<file path="src/rtl/dispatch_issue_if.sv">
// Dispatch-to-issue bundle: decoded instruction in with ready, issued fields out with ex_ready.
// master drives the decoded instruction and ex_ready; slave (dispatch_issue) drives ready and issue fields.
interface dispatch_issue_if;
  logic        valid_i;
  logic [31:0] pc_i;
  logic [4:0]  rj_i;
  logic [4:0]  rk_i;
  logic        rj_en_i;
  logic        rk_en_i;
  logic [4:0]  rd_i;
  logic        rd_we_i;
  logic        is_load_i;
  logic        ready_o;

  logic        ex_ready_i;
  logic        issue_valid_o;
  logic [31:0] issue_pc_o;
  logic [4:0]  issue_rd_o;
  logic        issue_rd_we_o;
  logic        issue_is_load_o;

  modport master (
    output valid_i, pc_i, rj_i, rk_i, rj_en_i, rk_en_i, rd_i, rd_we_i, is_load_i, ex_ready_i,
    input  ready_o, issue_valid_o, issue_pc_o, issue_rd_o, issue_rd_we_o, issue_is_load_o
  );

  modport slave (
    input  valid_i, pc_i, rj_i, rk_i, rj_en_i, rk_en_i, rd_i, rd_we_i, is_load_i, ex_ready_i,
    output ready_o, issue_valid_o, issue_pc_o, issue_rd_o, issue_rd_we_o, issue_is_load_o
  );
endinterface

</file>
<file path="src/rtl/dispatch_issue.sv">
// One-entry hold slot plus load scoreboard; issues at the earliest one edge after acceptance.
// Stalls (ready low, pause high) on register hazards, a full load window, or execute backpressure.
module dispatch_issue #(
  parameter int LOAD_MAX = 2
) (
  input  logic             clk,
  input  logic             rst,
  dispatch_issue_if.slave  dif,
  input  logic             branch_flush,
  input  logic             exception_flush,
  input  logic             wb_valid_i,
  input  logic [4:0]       wb_rd_i,
  output logic             pause_req_o
);

  localparam int CW = $clog2(LOAD_MAX + 1);

  logic          hold_valid;
  logic [31:0]   hold_pc;
  logic [4:0]    hold_rj;
  logic [4:0]    hold_rk;
  logic          hold_rj_en;
  logic          hold_rk_en;
  logic [4:0]    hold_rd;
  logic          hold_rd_we;
  logic          hold_is_load;

  logic [31:0]   busy;
  logic [CW-1:0] load_cnt;

  logic [31:0]   wb_mask;
  logic [31:0]   set_mask;
  logic [31:0]   eff_busy;
  logic [31:0]   busy_nxt;
  logic          hazard;
  logic          load_full;
  logic          issue_fire;
  logic          accept;
  logic          fire_upd;
  logic          load_inc;
  logic          load_dec;

  // A writeback landing this cycle already satisfies the dependency (bypass).
  always_comb begin
    wb_mask  = '0;
    set_mask = '0;
    if (wb_valid_i) wb_mask[wb_rd_i] = 1'b1;
    if (fire_upd && hold_is_load && hold_rd_we && (hold_rd != 5'd0)) set_mask[hold_rd] = 1'b1;
    eff_busy    = busy & ~wb_mask;
    busy_nxt    = (busy & ~wb_mask) | set_mask;
    busy_nxt[0] = 1'b0;
  end

  assign hazard = hold_valid && ((hold_rj_en && eff_busy[hold_rj]) ||
                                 (hold_rk_en && eff_busy[hold_rk]) ||
                                 (hold_rd_we && eff_busy[hold_rd]));

  assign load_full  = hold_is_load && (load_cnt == CW'(LOAD_MAX)) && !wb_valid_i;
  assign issue_fire = hold_valid && !hazard && !load_full && (!dif.issue_valid_o || dif.ex_ready_i);

  assign dif.ready_o = !hold_valid || issue_fire;
  assign pause_req_o = hold_valid && (hazard || load_full || (dif.issue_valid_o && !dif.ex_ready_i));

  // A flushed issue never reaches execute, so it must not claim a scoreboard slot.
  assign accept   = dif.valid_i && dif.ready_o && !branch_flush && !exception_flush;
  assign fire_upd = issue_fire && !branch_flush && !exception_flush;
  assign load_inc = fire_upd && hold_is_load;
  assign load_dec = wb_valid_i && (load_cnt != '0);

  always_ff @(posedge clk or posedge rst) begin
    if (rst) begin
      hold_valid          <= 1'b0;
      hold_pc             <= '0;
      hold_rj             <= '0;
      hold_rk             <= '0;
      hold_rj_en          <= 1'b0;
      hold_rk_en          <= 1'b0;
      hold_rd             <= '0;
      hold_rd_we          <= 1'b0;
      hold_is_load        <= 1'b0;
      dif.issue_valid_o   <= 1'b0;
      dif.issue_pc_o      <= '0;
      dif.issue_rd_o      <= '0;
      dif.issue_rd_we_o   <= 1'b0;
      dif.issue_is_load_o <= 1'b0;
      busy                <= '0;
      load_cnt            <= '0;
    end else if (exception_flush) begin
      hold_valid        <= 1'b0;
      dif.issue_valid_o <= 1'b0;
      busy              <= '0;
      load_cnt          <= '0;
    end else begin
      if (branch_flush) begin
        hold_valid <= 1'b0;
      end else if (accept) begin
        hold_valid   <= 1'b1;
        hold_pc      <= dif.pc_i;
        hold_rj      <= dif.rj_i;
        hold_rk      <= dif.rk_i;
        hold_rj_en   <= dif.rj_en_i;
        hold_rk_en   <= dif.rk_en_i;
        hold_rd      <= dif.rd_i;
        hold_rd_we   <= dif.rd_we_i;
        hold_is_load <= dif.is_load_i;
      end else if (issue_fire) begin
        hold_valid <= 1'b0;
      end

      if (branch_flush) begin
        dif.issue_valid_o <= 1'b0;
      end else if (issue_fire) begin
        dif.issue_valid_o   <= 1'b1;
        dif.issue_pc_o      <= hold_pc;
        dif.issue_rd_o      <= hold_rd;
        dif.issue_rd_we_o   <= hold_rd_we;
        dif.issue_is_load_o <= hold_is_load;
      end else if (dif.issue_valid_o && dif.ex_ready_i) begin
        dif.issue_valid_o <= 1'b0;
      end

      busy <= busy_nxt;
      case ({load_inc, load_dec})
        2'b10:   load_cnt <= load_cnt + 1'b1;
        2'b01:   load_cnt <= load_cnt - 1'b1;
        default: load_cnt <= load_cnt;
      endcase
    end
  end

endmodule

</file>
<file path="src/flat_wrapper.sv">
// flat-port wrapper written by rule: the top's interface ports become plain ports
module dispatch_issue_flat 
#(
  parameter int LOAD_MAX = 2
)
  (clk, rst, branch_flush, exception_flush, wb_valid_i, wb_rd_i, pause_req_o, dif_valid_i, dif_pc_i, dif_rj_i, dif_rk_i, dif_rj_en_i, dif_rk_en_i, dif_rd_i, dif_rd_we_i, dif_is_load_i, dif_ex_ready_i, dif_ready_o, dif_issue_valid_o, dif_issue_pc_o, dif_issue_rd_o, dif_issue_rd_we_o, dif_issue_is_load_o);
  dispatch_issue_if dif_i ();
  input  logic clk;
  input  logic rst;
  input  logic branch_flush;
  input  logic exception_flush;
  input  logic wb_valid_i;
  input  logic [4:0] wb_rd_i;
  output logic pause_req_o;
  input wire logic [$bits(dif_i.valid_i)-1:0] dif_valid_i;
  input wire logic [$bits(dif_i.pc_i)-1:0] dif_pc_i;
  input wire logic [$bits(dif_i.rj_i)-1:0] dif_rj_i;
  input wire logic [$bits(dif_i.rk_i)-1:0] dif_rk_i;
  input wire logic [$bits(dif_i.rj_en_i)-1:0] dif_rj_en_i;
  input wire logic [$bits(dif_i.rk_en_i)-1:0] dif_rk_en_i;
  input wire logic [$bits(dif_i.rd_i)-1:0] dif_rd_i;
  input wire logic [$bits(dif_i.rd_we_i)-1:0] dif_rd_we_i;
  input wire logic [$bits(dif_i.is_load_i)-1:0] dif_is_load_i;
  input wire logic [$bits(dif_i.ex_ready_i)-1:0] dif_ex_ready_i;
  output wire logic [$bits(dif_i.ready_o)-1:0] dif_ready_o;
  output wire logic [$bits(dif_i.issue_valid_o)-1:0] dif_issue_valid_o;
  output wire logic [$bits(dif_i.issue_pc_o)-1:0] dif_issue_pc_o;
  output wire logic [$bits(dif_i.issue_rd_o)-1:0] dif_issue_rd_o;
  output wire logic [$bits(dif_i.issue_rd_we_o)-1:0] dif_issue_rd_we_o;
  output wire logic [$bits(dif_i.issue_is_load_o)-1:0] dif_issue_is_load_o;
  assign dif_i.valid_i = dif_valid_i;
  assign dif_i.pc_i = dif_pc_i;
  assign dif_i.rj_i = dif_rj_i;
  assign dif_i.rk_i = dif_rk_i;
  assign dif_i.rj_en_i = dif_rj_en_i;
  assign dif_i.rk_en_i = dif_rk_en_i;
  assign dif_i.rd_i = dif_rd_i;
  assign dif_i.rd_we_i = dif_rd_we_i;
  assign dif_i.is_load_i = dif_is_load_i;
  assign dif_i.ex_ready_i = dif_ex_ready_i;
  assign dif_ready_o = dif_i.ready_o;
  assign dif_issue_valid_o = dif_i.issue_valid_o;
  assign dif_issue_pc_o = dif_i.issue_pc_o;
  assign dif_issue_rd_o = dif_i.issue_rd_o;
  assign dif_issue_rd_we_o = dif_i.issue_rd_we_o;
  assign dif_issue_is_load_o = dif_i.issue_is_load_o;
  dispatch_issue #(.LOAD_MAX(LOAD_MAX)) u_core (.clk(clk), .rst(rst), .dif(dif_i), .branch_flush(branch_flush), .exception_flush(exception_flush), .wb_valid_i(wb_valid_i), .wb_rd_i(wb_rd_i), .pause_req_o(pause_req_o));
endmodule
</file>
<file path="config.mk">
export PLATFORM = sky130hd
export DESIGN_NAME = dispatch_issue_flat
export DESIGN_NICKNAME = d
export VERILOG_FILES = /design/src/rtl/dispatch_issue_if.sv /design/src/rtl/dispatch_issue.sv /design/src/flat_wrapper.sv
export SDC_FILE = /design/constraint.sdc
export NUM_CORES = 1
export LEC_CHECK = 0
export BUFFER_PORTS_ARGS = -buffer_cell sky130_fd_sc_hd__buf_2
export CAP_MARGIN = 20
export CELL_PAD_IN_SITES_DETAIL_PLACEMENT = 1
export CELL_PAD_IN_SITES_GLOBAL_PLACEMENT = 1
export CORE_UTILIZATION = 40
export CTS_CLUSTER_DIAMETER = 100
export DETAILED_ROUTE_END_ITERATION = 6
export PLACE_DENSITY = 0.72
export SLEW_MARGIN = 10
export SYNTH_ARGS = -nofsm -noshare
export SYNTH_HDL_FRONTEND = slang
export SYNTH_SLANG_ARGS = --single-unit
</file>
<file path="constraint.sdc">
create_clock -name clk -period 3.98 [get_ports clk]
set_clock_uncertainty 0.05 [all_clocks]
set_input_delay 0.796 -clock clk [delete_from_list [all_inputs] [get_ports clk]]
set_output_delay 0.796 -clock clk [all_outputs]
set_load 0.1 [all_outputs]
</file>
Word-level counts from Yosys, hierarchy flattened
Cells that the tools add are included.

Register bits after elaboration: 126. Bits of input ports: 63. Word-level logic and storage cells: 99. Output and inout port bits: 42.

Muxes and demuxes: 23. $lt $le $gt $ge: 6. Add/sub/neg operators: 2. Eq/ne operators: 3. Bitwise gates (word level): 5. Reductions and logical operators: 44.

Operator list (count): $mux W32 (3); $and A32 B32 Y32 (1); $not A32 Y32 (1); $or A32 B32 Y32 (1); $lt A5 B6 Y1 const B (4); $logic_and A1 B1 Y1 (23); $bmux W1 S5 (3); $mux W1 (13); $demux W1 S5 (2); $ge A5 B1 Y1 const B (2); $logic_not A1 Y1 (8); $reduce_bool A4 Y1 (2); $logic_or A1 B1 Y1 (6); $reduce_and A3 Y1 (2); $reduce_bool A5 Y1 (1); $eq A2 B2 Y1 const B (2); $pmux W2 S2 (1); $reduce_bool A3 Y1 (1); $add A2 B1 Y2 const B (1); $eq A2 B1 Y1 const B (1); $mux W2 (1); $not A1 Y1 (2); $reduce_bool A2 Y1 (1); $sub A2 B1 Y2 const B (1).

Longest topological paths before layout
Gate-level depths: netlist of the first run.

Depth after elaboration: 25. Depth in mapped cells: 13. Gate-level depth less buffers: 9.

Worst setup path after synthesis of the first run
Ideal clock, no wire load.

Path kind: input to output. From: input port wb_valid_i. To: output port dif_ready_o. Data arrival time: 4.123 ns. Stages: 9. Setup slack: -0.989 ns. Required time: 3.134 ns. Cells stage by stage: buf_2 nand4b_1 o21ai_1 mux4_2 and3_1 a311oi_1 nor4_2 a31oi_2 inv_1.

Cells in the longest elaborated chain, start to end: 14. Elaborated cells on any way between the ends: 23.

Ends and longest elaborated chain: from (decl) (RTL line flat_wrapper.sv:12) `input logic wb_valid_i;`; $mux W32 (RTL line dispatch_issue.sv:47) `if (wb_valid_i) wb_mask[wb_rd_i] = 1'b1;`; $not A32 Y32 (RTL line dispatch_issue.sv:49) `eff_busy = busy & ~wb_mask;`; $and A32 B32 Y32 (RTL line dispatch_issue.sv:49); $bmux W1 S5 (on tied branches) (RTL line dispatch_issue.sv:54, dispatch_issue.sv:55); $mux W1 (on tied branches) (RTL line dispatch_issue.sv:54, dispatch_issue.sv:55); $logic_and A1 B1 Y1 (on tied branches) (RTL line dispatch_issue.sv:54, dispatch_issue.sv:55); $logic_or A1 B1 Y1 (RTL line dispatch_issue.sv:54) `assign hazard = hold_valid && ((hold_rj_en && eff_busy[hold_rj]) ||`; $logic_or A1 B1 Y1 (RTL line dispatch_issue.sv:55) `(hold_rk_en && eff_busy[hold_rk]) ||`; $logic_and A1 B1 Y1 (RTL line dispatch_issue.sv:54); $logic_not A1 Y1 (RTL line dispatch_issue.sv:59) `assign issue_fire = hold_valid && !hazard && !load_full && (!dif.issue_valid_o || dif.ex_ready_i);`; $logic_and A1 B1 Y1 (RTL line dispatch_issue.sv:59); $logic_and A1 B1 Y1 * (2 in series) (RTL line dispatch_issue.sv:59); $logic_or A1 B1 Y1 * (RTL line dispatch_issue.sv:61) `assign dif.ready_o = !hold_valid || issue_fire;`; to (decl) (RTL line flat_wrapper.sv:25) `output wire logic [$bits(dif_i.ready_o)-1:0] dif_ready_o;`.

Every way passes the cells marked *; elsewhere a longest branch is shown, timed or not. The select of a mux whose other input is x is not followed.

Worst setup path after layout of the first run
From: input port wb_rd_i[3]. To: output port pause_req_o.

Cells in the longest elaborated chain, start to end: 16. Elaborated cells on any way between the ends: 23.

Ends and longest elaborated chain: from (decl) (RTL line flat_wrapper.sv:13) `input logic [4:0] wb_rd_i;`; $lt A5 B6 Y1 (not written as such) or $ge A5 B1 Y1 (tied branches) (RTL line dispatch_issue.sv:47); $logic_and A1 B1 Y1 (not written as such) (RTL line dispatch_issue.sv:47); $mux W1 (not written as such) (RTL line dispatch_issue.sv:47); $demux W1 S5 *; $mux W32 * (RTL line dispatch_issue.sv:47); $not A32 Y32 * (RTL line dispatch_issue.sv:49); $and A32 B32 Y32 * (RTL line dispatch_issue.sv:49); $bmux W1 S5 (on tied branches) (RTL line dispatch_issue.sv:54, dispatch_issue.sv:55); $mux W1 (on tied branches) (RTL line dispatch_issue.sv:54, dispatch_issue.sv:55); $logic_and A1 B1 Y1 (on tied branches) (RTL line dispatch_issue.sv:54, dispatch_issue.sv:55); $logic_or A1 B1 Y1 (RTL line dispatch_issue.sv:54); $logic_or A1 B1 Y1 * (RTL line dispatch_issue.sv:55); $logic_and A1 B1 Y1 * (RTL line dispatch_issue.sv:54); $logic_or A1 B1 Y1 * (2 in series) (RTL line dispatch_issue.sv:62) `assign pause_req_o = hold_valid && (hazard || load_full || (dif.issue_valid_o && !dif.ex_ready_i));`; $logic_and A1 B1 Y1 * (RTL line dispatch_issue.sv:62); to (decl) (RTL line flat_wrapper.sv:14) `output logic pause_req_o;`.

Marked as above.

==> results.txt, run 1 <==
Status = completed
Power Density = 712 mW/mm²
RSZ-0062 raised after global routing = true
Net Sw Power = 2.86 mW
Post-cts hold buffer count = 0
Slowest cell on crit path = or4b_4
Initial antenna violation count = 0
Cell row count = 44
Number of diodes = 0
DP Cell Count = 837
Finished Layout Cells = 873
Congestion Overflow GR = 0
Fraction of layout cells with a size suffix above 1 = 37.4%
WL final = 19.3 mm
GRT Overall Usage = 25.9%
Critical Path Max Stage Delay = 0.55 ns
FFs w/ async S/R, synth = 100%
Post-synth EDFFs = 0
Hold wc startpoint = u_core.dif.issue_is_load_o$_DFFE_PP0P_
Syn Nets = 585
Syn_area_per_cell = 11.8 µm²
Slew @ Worst Pin = 0.853 ns
Mapped Cells = 522
Die W = 126 µm
Flip-flop and latch area = 0.00313 mm²
Net Sw Frac = 49.8%
Min cycle time layout = 3.92 ns
Number of port buffers = 104
Yosys cell types = 56
Worst reg2reg setup slack = 0.54 ns
Largest net degree at the start of global routing = 61
Commonest non-fill, non-tap cell in the layout = dfrtp_1
Worst-Skew Late Latency = 0.42 ns
Clock Tree Root = clkbuf_16
Most frequent cells in the layout = 124 x dfrtp_1, 99 x buf_2, 80 x mux2_1
Max clock buf depth = 2
Logic pwr share = 42.4%
CTS Buf Count = 17
Synthesized cell area = 0.00615 mm²
DR vias/cell = 5.86
CP max FO = 7
Global-route wire length before repair = 31.2 mm
P_int = 2.88 mW
Clock share of power = 25.4%
Vias in the first global route = 5,511
Seq pwr share = 32.2%
Number of DRC markers in iteration 0 = 359
CTS sink cnt = 125
Endpoints failing hold = 0
Cells along the critical path = buf_8 -> buf_6 -> or4b_4 -> o21ai_4 -> o22ai_1 -> nor4_1 -> a21oi_1 -> nor4_2 -> buf_4 -> a31oi_4 -> buf_6 -> buf_12
Sequential cell area fraction in the yosys report = 50.8%
Final-stage net count = 739
CP endpoint kind = primary output
Die height = 126 µm
Ys flop type = dfrtp_1
Static leakage power = 3.58 nW
Worst hold slack = 0.422 ns
TritonCTS clock tree = built
Crit. Startpoint = wb_rd_i[3]
Core Area = 0.0148 mm²
H-tree levels = 4
Max_cap viols = 0
Worst R2R Start = u_core.hold_rj[0]$_DFFE_PP0P_
Hpwl dp = 13.9 mm
Die Area = 0.0159 mm²
Num ports = 105
Worst min path class = register to register
Slew headroom = 43.1%
Critical Setup Path Class = input pin to primary output
Critical Path RT = 3.13 ns
GPL Wtd Cong = 0.922
Area growth, synth to finish = 31.1%
Total number of vias = 5,117
Worst Path Arrival = 3.07 ns
Total power = 5.74 mW
DRT Pass-1 Iters = 5
Fillers = 1,564
Starting Density = 41.7%
Most frequent CP cell = buf_6
ANT nets after route = 0
Fmax achieved = 255 MHz
Startpoint Class = input pin
Setup-failing EPs final = 0
Drt drc = 0
FF+latch count, synth = 125
Final worst-path cycle share = 98.4%
Count of final max-slew check failures = 0
Footprint of the multi-input gates = 0.00292 mm²
Maximum VDD drop = 0.000809 V
Yosys warns = 0
Drt wl/cell = 22.1 µm
Worst-path clk slew = 0.06 ns
Post-Route Utilization = 54.7%
==> Yosys cell counts, types with 3 or more instances <==
| library cell | count | area (µm²) |
|---|---|---|
| mux2_1 | 80 | 901 |
| o21ai_1 | 10 | 50.1 |
| nor2_1 | 16 | 60.1 |
| o2111ai_1 | 5 | 43.8 |
| clkbuf_1 | 25 | 93.8 |
| inv_1 | 11 | 41.3 |
| nand4_1 | 7 | 43.8 |
| o22ai_2 | 8 | 100 |
| nor3_1 | 5 | 25.0 |
| o32ai_1 | 16 | 140 |
| nand4bb_1 | 3 | 33.8 |
| o211ai_1 | 5 | 37.5 |
| nand2_1 | 21 | 78.8 |
| mux2i_1 | 14 | 140 |
| mux2_2 | 19 | 214 |
| nor4_1 | 5 | 31.3 |
| mux4_2 | 3 | 67.6 |
| nand3b_1 | 5 | 37.5 |
| nand3_1 | 16 | 80.1 |
| nor2b_1 | 9 | 56.3 |
| buf_2 | 11 | 55.1 |
| o21ai_0 | 26 | 130 |
| nand4b_1 | 5 | 43.8 |
| o22ai_1 | 8 | 50.1 |
| dfrtp_1 | 125 | 3130 |
| a21oi_1 | 12 | 60.1 |
| nand2b_1 | 5 | 31.3 |
| or3_1 | 10 | 62.6 |
==> metal layers <==
| metal | vias up | part of all wire (%) | global-route usage (%) |
|---|---|---|---|
| met5 | - | 0 | 0 |
| met4 | 0 | 2.6 | 11.5 |
| met3 | 32 | 7.6 | 7.99 |
| met2 | 206 | 47 | 41.0 |
| met1 | 2593 | 43 | 32.8 |
| li1 | 2286 | - | - |
==> metrics by stage <==
| stage | setup TNS [ns] | setup slack, ns | area [µm²] |
|---|---|---|---|
| global placement | -5.71 | -0.191 | 7380 |
| floorplan | -0.426 | -0.426 | 6200 |
| finish | 0 | 0.0644 | 8070 |
| global route | -0.0127 | -0.0101 | 8070 |
| CTS | -0.0506 | -0.0424 | 8000 |
| detailed placement | -2.85 | -0.129 | 7380 |
==> critical path: cells and delay by family <==
| kind | cells | cell delay (ns) |
|---|---|---|
| AOI/OAI and AO/OA | 4 | 0.57 |
| buffers and inverters | 5 | 0.69 |
| and+or+nand+nor | 3 | 1.02 |
==> final cells by class <==
class                           count  area share (%)
Clock inverter                     15            1.61
Sequential cell                   125            38.8
Timing Repair Buffer              172            14.6
Clock buffer                       17            5.27
Tap cell                          184            2.85
Inverter                           11           0.605
Multi-Input combinational cell    349            36.2
==> final timing paths <==
| kind | end | cells past startpoint |
|---|---|---|
| worst max-delay path | pause_req_o | 12 |
| worst min-delay path | u_core.dif.issue_is_load_o$_DFFE_PP0P_ | 1 |
| worst max register to register | u_core.hold_pc[16]$_DFFE_PP0P_ | 13 |
| worst min register to register | u_core.dif.issue_is_load_o$_DFFE_PP0P_ | 1 |
| max in group asynchronous | u_core.hold_pc[18]$_DFFE_PP0P_ | 3 |
| min in group asynchronous | u_core.hold_pc[8]$_DFFE_PP0P_ | 2 |
==> power by group through the flow <==
stage	Combinational [mW]	Sequential, mW	Clock (mW)
floorplan	0.545	3.22	0
global placement	2.39	1.83	0
detailed placement	2.42	1.86	0
CTS	2.44	1.85	1.48
global route	2.52	1.90	1.54
finish	2.44	1.85	1.46
==> registers in the layout (all words and copies together) (netlist names), 2 cells and up <==
signal                 count
u_core.hold_rj             5
u_core.hold_rk             5
u_core.busy               31
u_core.hold_rd             5
u_core.dif.issue_pc_o     32
u_core.load_cnt            2
u_core.dif.issue_rd_o      5
u_core.hold_pc            32
==> logic make-up after synthesis <==
kind of cell | Yosys count | share of synthesized area (%)
DFF | 125 | 50.8
and+or+nand+nor | 119 | 11.1
muxes | 116 | 21.5
AOI/OAI and AO/OA | 113 | 13.2
xor gates and xnor gates | 1 | 0.142
buffers and inverters | 48 | 3.21
==> repair_timing <==
| action | CTS | global route |
|---|---|---|
| cloned | 0 | 0 |
| setup endpoints to repair | 2 | 2 |
| setup buffers | 3 | 1 |
| resized for setup | 13 | 18 |
| pin swaps | 7 | 8 |
No activity file was read; power rests on OpenSTA's default activity.
==> run 2, diff against run 1 <==
--- a/config.mk
+++ b/config.mk
@@ -13,6 +13,7 @@
 export CTS_CLUSTER_DIAMETER = 100
 export DETAILED_ROUTE_END_ITERATION = 6
 export PLACE_DENSITY = 0.72
+export REMOVE_ABC_BUFFERS = 1
 export SLEW_MARGIN = 10
 export SYNTH_ARGS = -nofsm -noshare
 export SYNTH_HDL_FRONTEND = slang
==> run 2 against run 1 <==
Flip-flop and latch count is the same. Cell area shrank 0.28%. Critical path depth shrank 1. Critical path type unchanged. Critical endpoint unchanged.
==> results.txt, run 2 (same netlist as run 1, synthesis figures left out) <==
Status = completed
Slew @ Worst Pin = 0.848 ns
Net Sw Power = 2.80 mW
Largest regs = u_core.dif.issue_pc_o x32, u_core.hold_pc x32, u_core.busy x31
Fmax achieved = 255 MHz
CP max FO = 6
Largest net degree at the start of global routing = 70
Clock Tree Root = clkbuf_16
Final-stage net count = 730
Drt drc = 0
Die Area = 0.0159 mm²
Power Density = 736 mW/mm²
GRT Overall Usage = 26.2%
H-tree levels = 4
Drt wl/cell = 22.4 µm
Min cycle time layout = 3.92 ns
Maximum VDD drop = 0.000611 V
Seq pwr share = 31.3%
Vias in the first global route = 5,671
Global-route wire length before repair = 31.7 mm
Post-Route Utilization = 54.5%
Fraction of layout cells with a size suffix above 1 = 37.4%
Starting Density = 41.7%
Critical Path RT = 3.13 ns
Worst-Skew Late Latency = 0.41 ns
P_int = 3.12 mW
Number of DRC markers in iteration 0 = 389
Total number of vias = 5,052
Finished Layout Cells = 864
WL final = 19.4 mm
Worst min path class = register to register
Max_cap viols = 0
Total power = 5.92 mW
Worst Path Arrival = 3.08 ns
Static leakage power = 3.56 nW
Setup-failing EPs final = 0
Commonest non-fill, non-tap cell in the layout = dfrtp_1
CTS sink cnt = 125
CTS Buf Count = 17
CP endpoint kind = primary output
Initial antenna violation count = 0
GPL Wtd Cong = 0.959
Worst-path clk slew = 0.06 ns
Congestion Overflow GR = 0
Core Area = 0.0148 mm²
Startpoint Class = input pin
Cell row count = 44
Hpwl dp = 13.7 mm
DRT Pass-1 Iters = 5
DR vias/cell = 5.85
TritonCTS clock tree = built
Critical Setup Path Class = input pin to primary output
Final worst-path cycle share = 98.6%
Slew headroom = 43.5%
Most frequent cells in the layout = 123 x dfrtp_1, 100 x buf_2, 80 x mux2_1
Number of port buffers = 104
Die height = 126 µm
Number of diodes = 0
Logic pwr share = 40.7%
Endpoints failing hold = 0
DP Cell Count = 829
Num ports = 105
Clock share of power = 28.0%
Net Sw Frac = 47.3%
Area growth, synth to finish = 30.7%
Die W = 126 µm
ANT nets after route = 0
Count of final max-slew check failures = 0
Sum Neg Setup Slack = 0 ns
Max clock buf depth = 2
-- run 2: changes by cell type in the layout (fill, tap and decap cells not counted), moves of 3 or more --
cell        before  now
buf_12           9    4
bufinv_16        0    4
clkinvlp_4       6    3
inv_8            3    0
-- run 2: final timing paths --
kind,startpoint,endpoint,slack [ns],cells past startpoint
max,wb_rd_i[3],pause_req_o,0.06,11
min,u_core.hold_pc[6]$_DFFE_PP0P_,u_core.dif.issue_pc_o[6]$_DFFE_PP0P_,0.43,1
max reg2reg,u_core.hold_rj[0]$_DFFE_PP0P_,u_core.dif.issue_pc_o[25]$_DFFE_PP0P_,0.50,11
min reg2reg,u_core.hold_pc[6]$_DFFE_PP0P_,u_core.dif.issue_pc_o[6]$_DFFE_PP0P_,0.43,1
max in group asynchronous,rst,u_core.hold_rd[0]$_DFFE_PP0P_,2.45,3
min in group asynchronous,rst,u_core.dif.issue_pc_o[29]$_DFFE_PP0P_,0.51,2
-- run 2: metrics by stage --
step	cell area, µm²	setup WS (ns)	hold WS, ns
after CTS	7940	-0.0189	0.431
after global routing	8040	-0.0201	0.444
after detailed placement	7230	-0.167	0.417
after floorplan	6000	-1.43	0.400
final	8040	0.0573	0.425
after global placement	7230	-0.162	0.408
-- run 2: power groups by stage --
stage | registers [mW] | clock network (mW) | logic (mW)
after global routing | 1.91 | 1.74 | 2.50
after floorplan | 3.28 | 0 | 0.443
after global placement | 1.85 | 0 | 2.35
after detailed placement | 1.87 | 0 | 2.39
after CTS | 1.85 | 1.69 | 2.41
final | 1.85 | 1.66 | 2.41
-- run 2: routing by layer --
metal | share of wire, % | global-route usage (%) | vias to the layer above
li1 | - | - | 2256
met1 | 40 | 32.2 | 2554
met2 | 50 | 43.6 | 199
met3 | 7.4 | 6.46 | 43
met4 | 2.8 | 11.6 | 0
met5 | 0 | 0 | -
-- run 2: layout make-up --
cell class	instances	area, µm²
fill	1563	6710
sequential	125	3130
multi-input combinational	349	2970
timing repair buffer	163	1040
clock buffer	19	443
tap	184	230
clock inverter	13	188
inverter	11	43.8
-- run 2: critical path, cell delays in order --
cell and delay (ns):
buf_8 0.11, buf_6 0.11, or4b_4 0.61, o21ai_4 0.22, o22ai_2 0.12, nor4_2 0.32
a21oi_2 0.14, nor4_4 0.20, a31oi_2 0.13, buf_4 0.16, buf_12 0.16
-- run 2: repair_timing --
item	CTS	global route
setup buffers	2	1
pin swaps	7	8
resized for setup	22	23
endpoints found under the setup margin	2	2
hold buffers	0	0
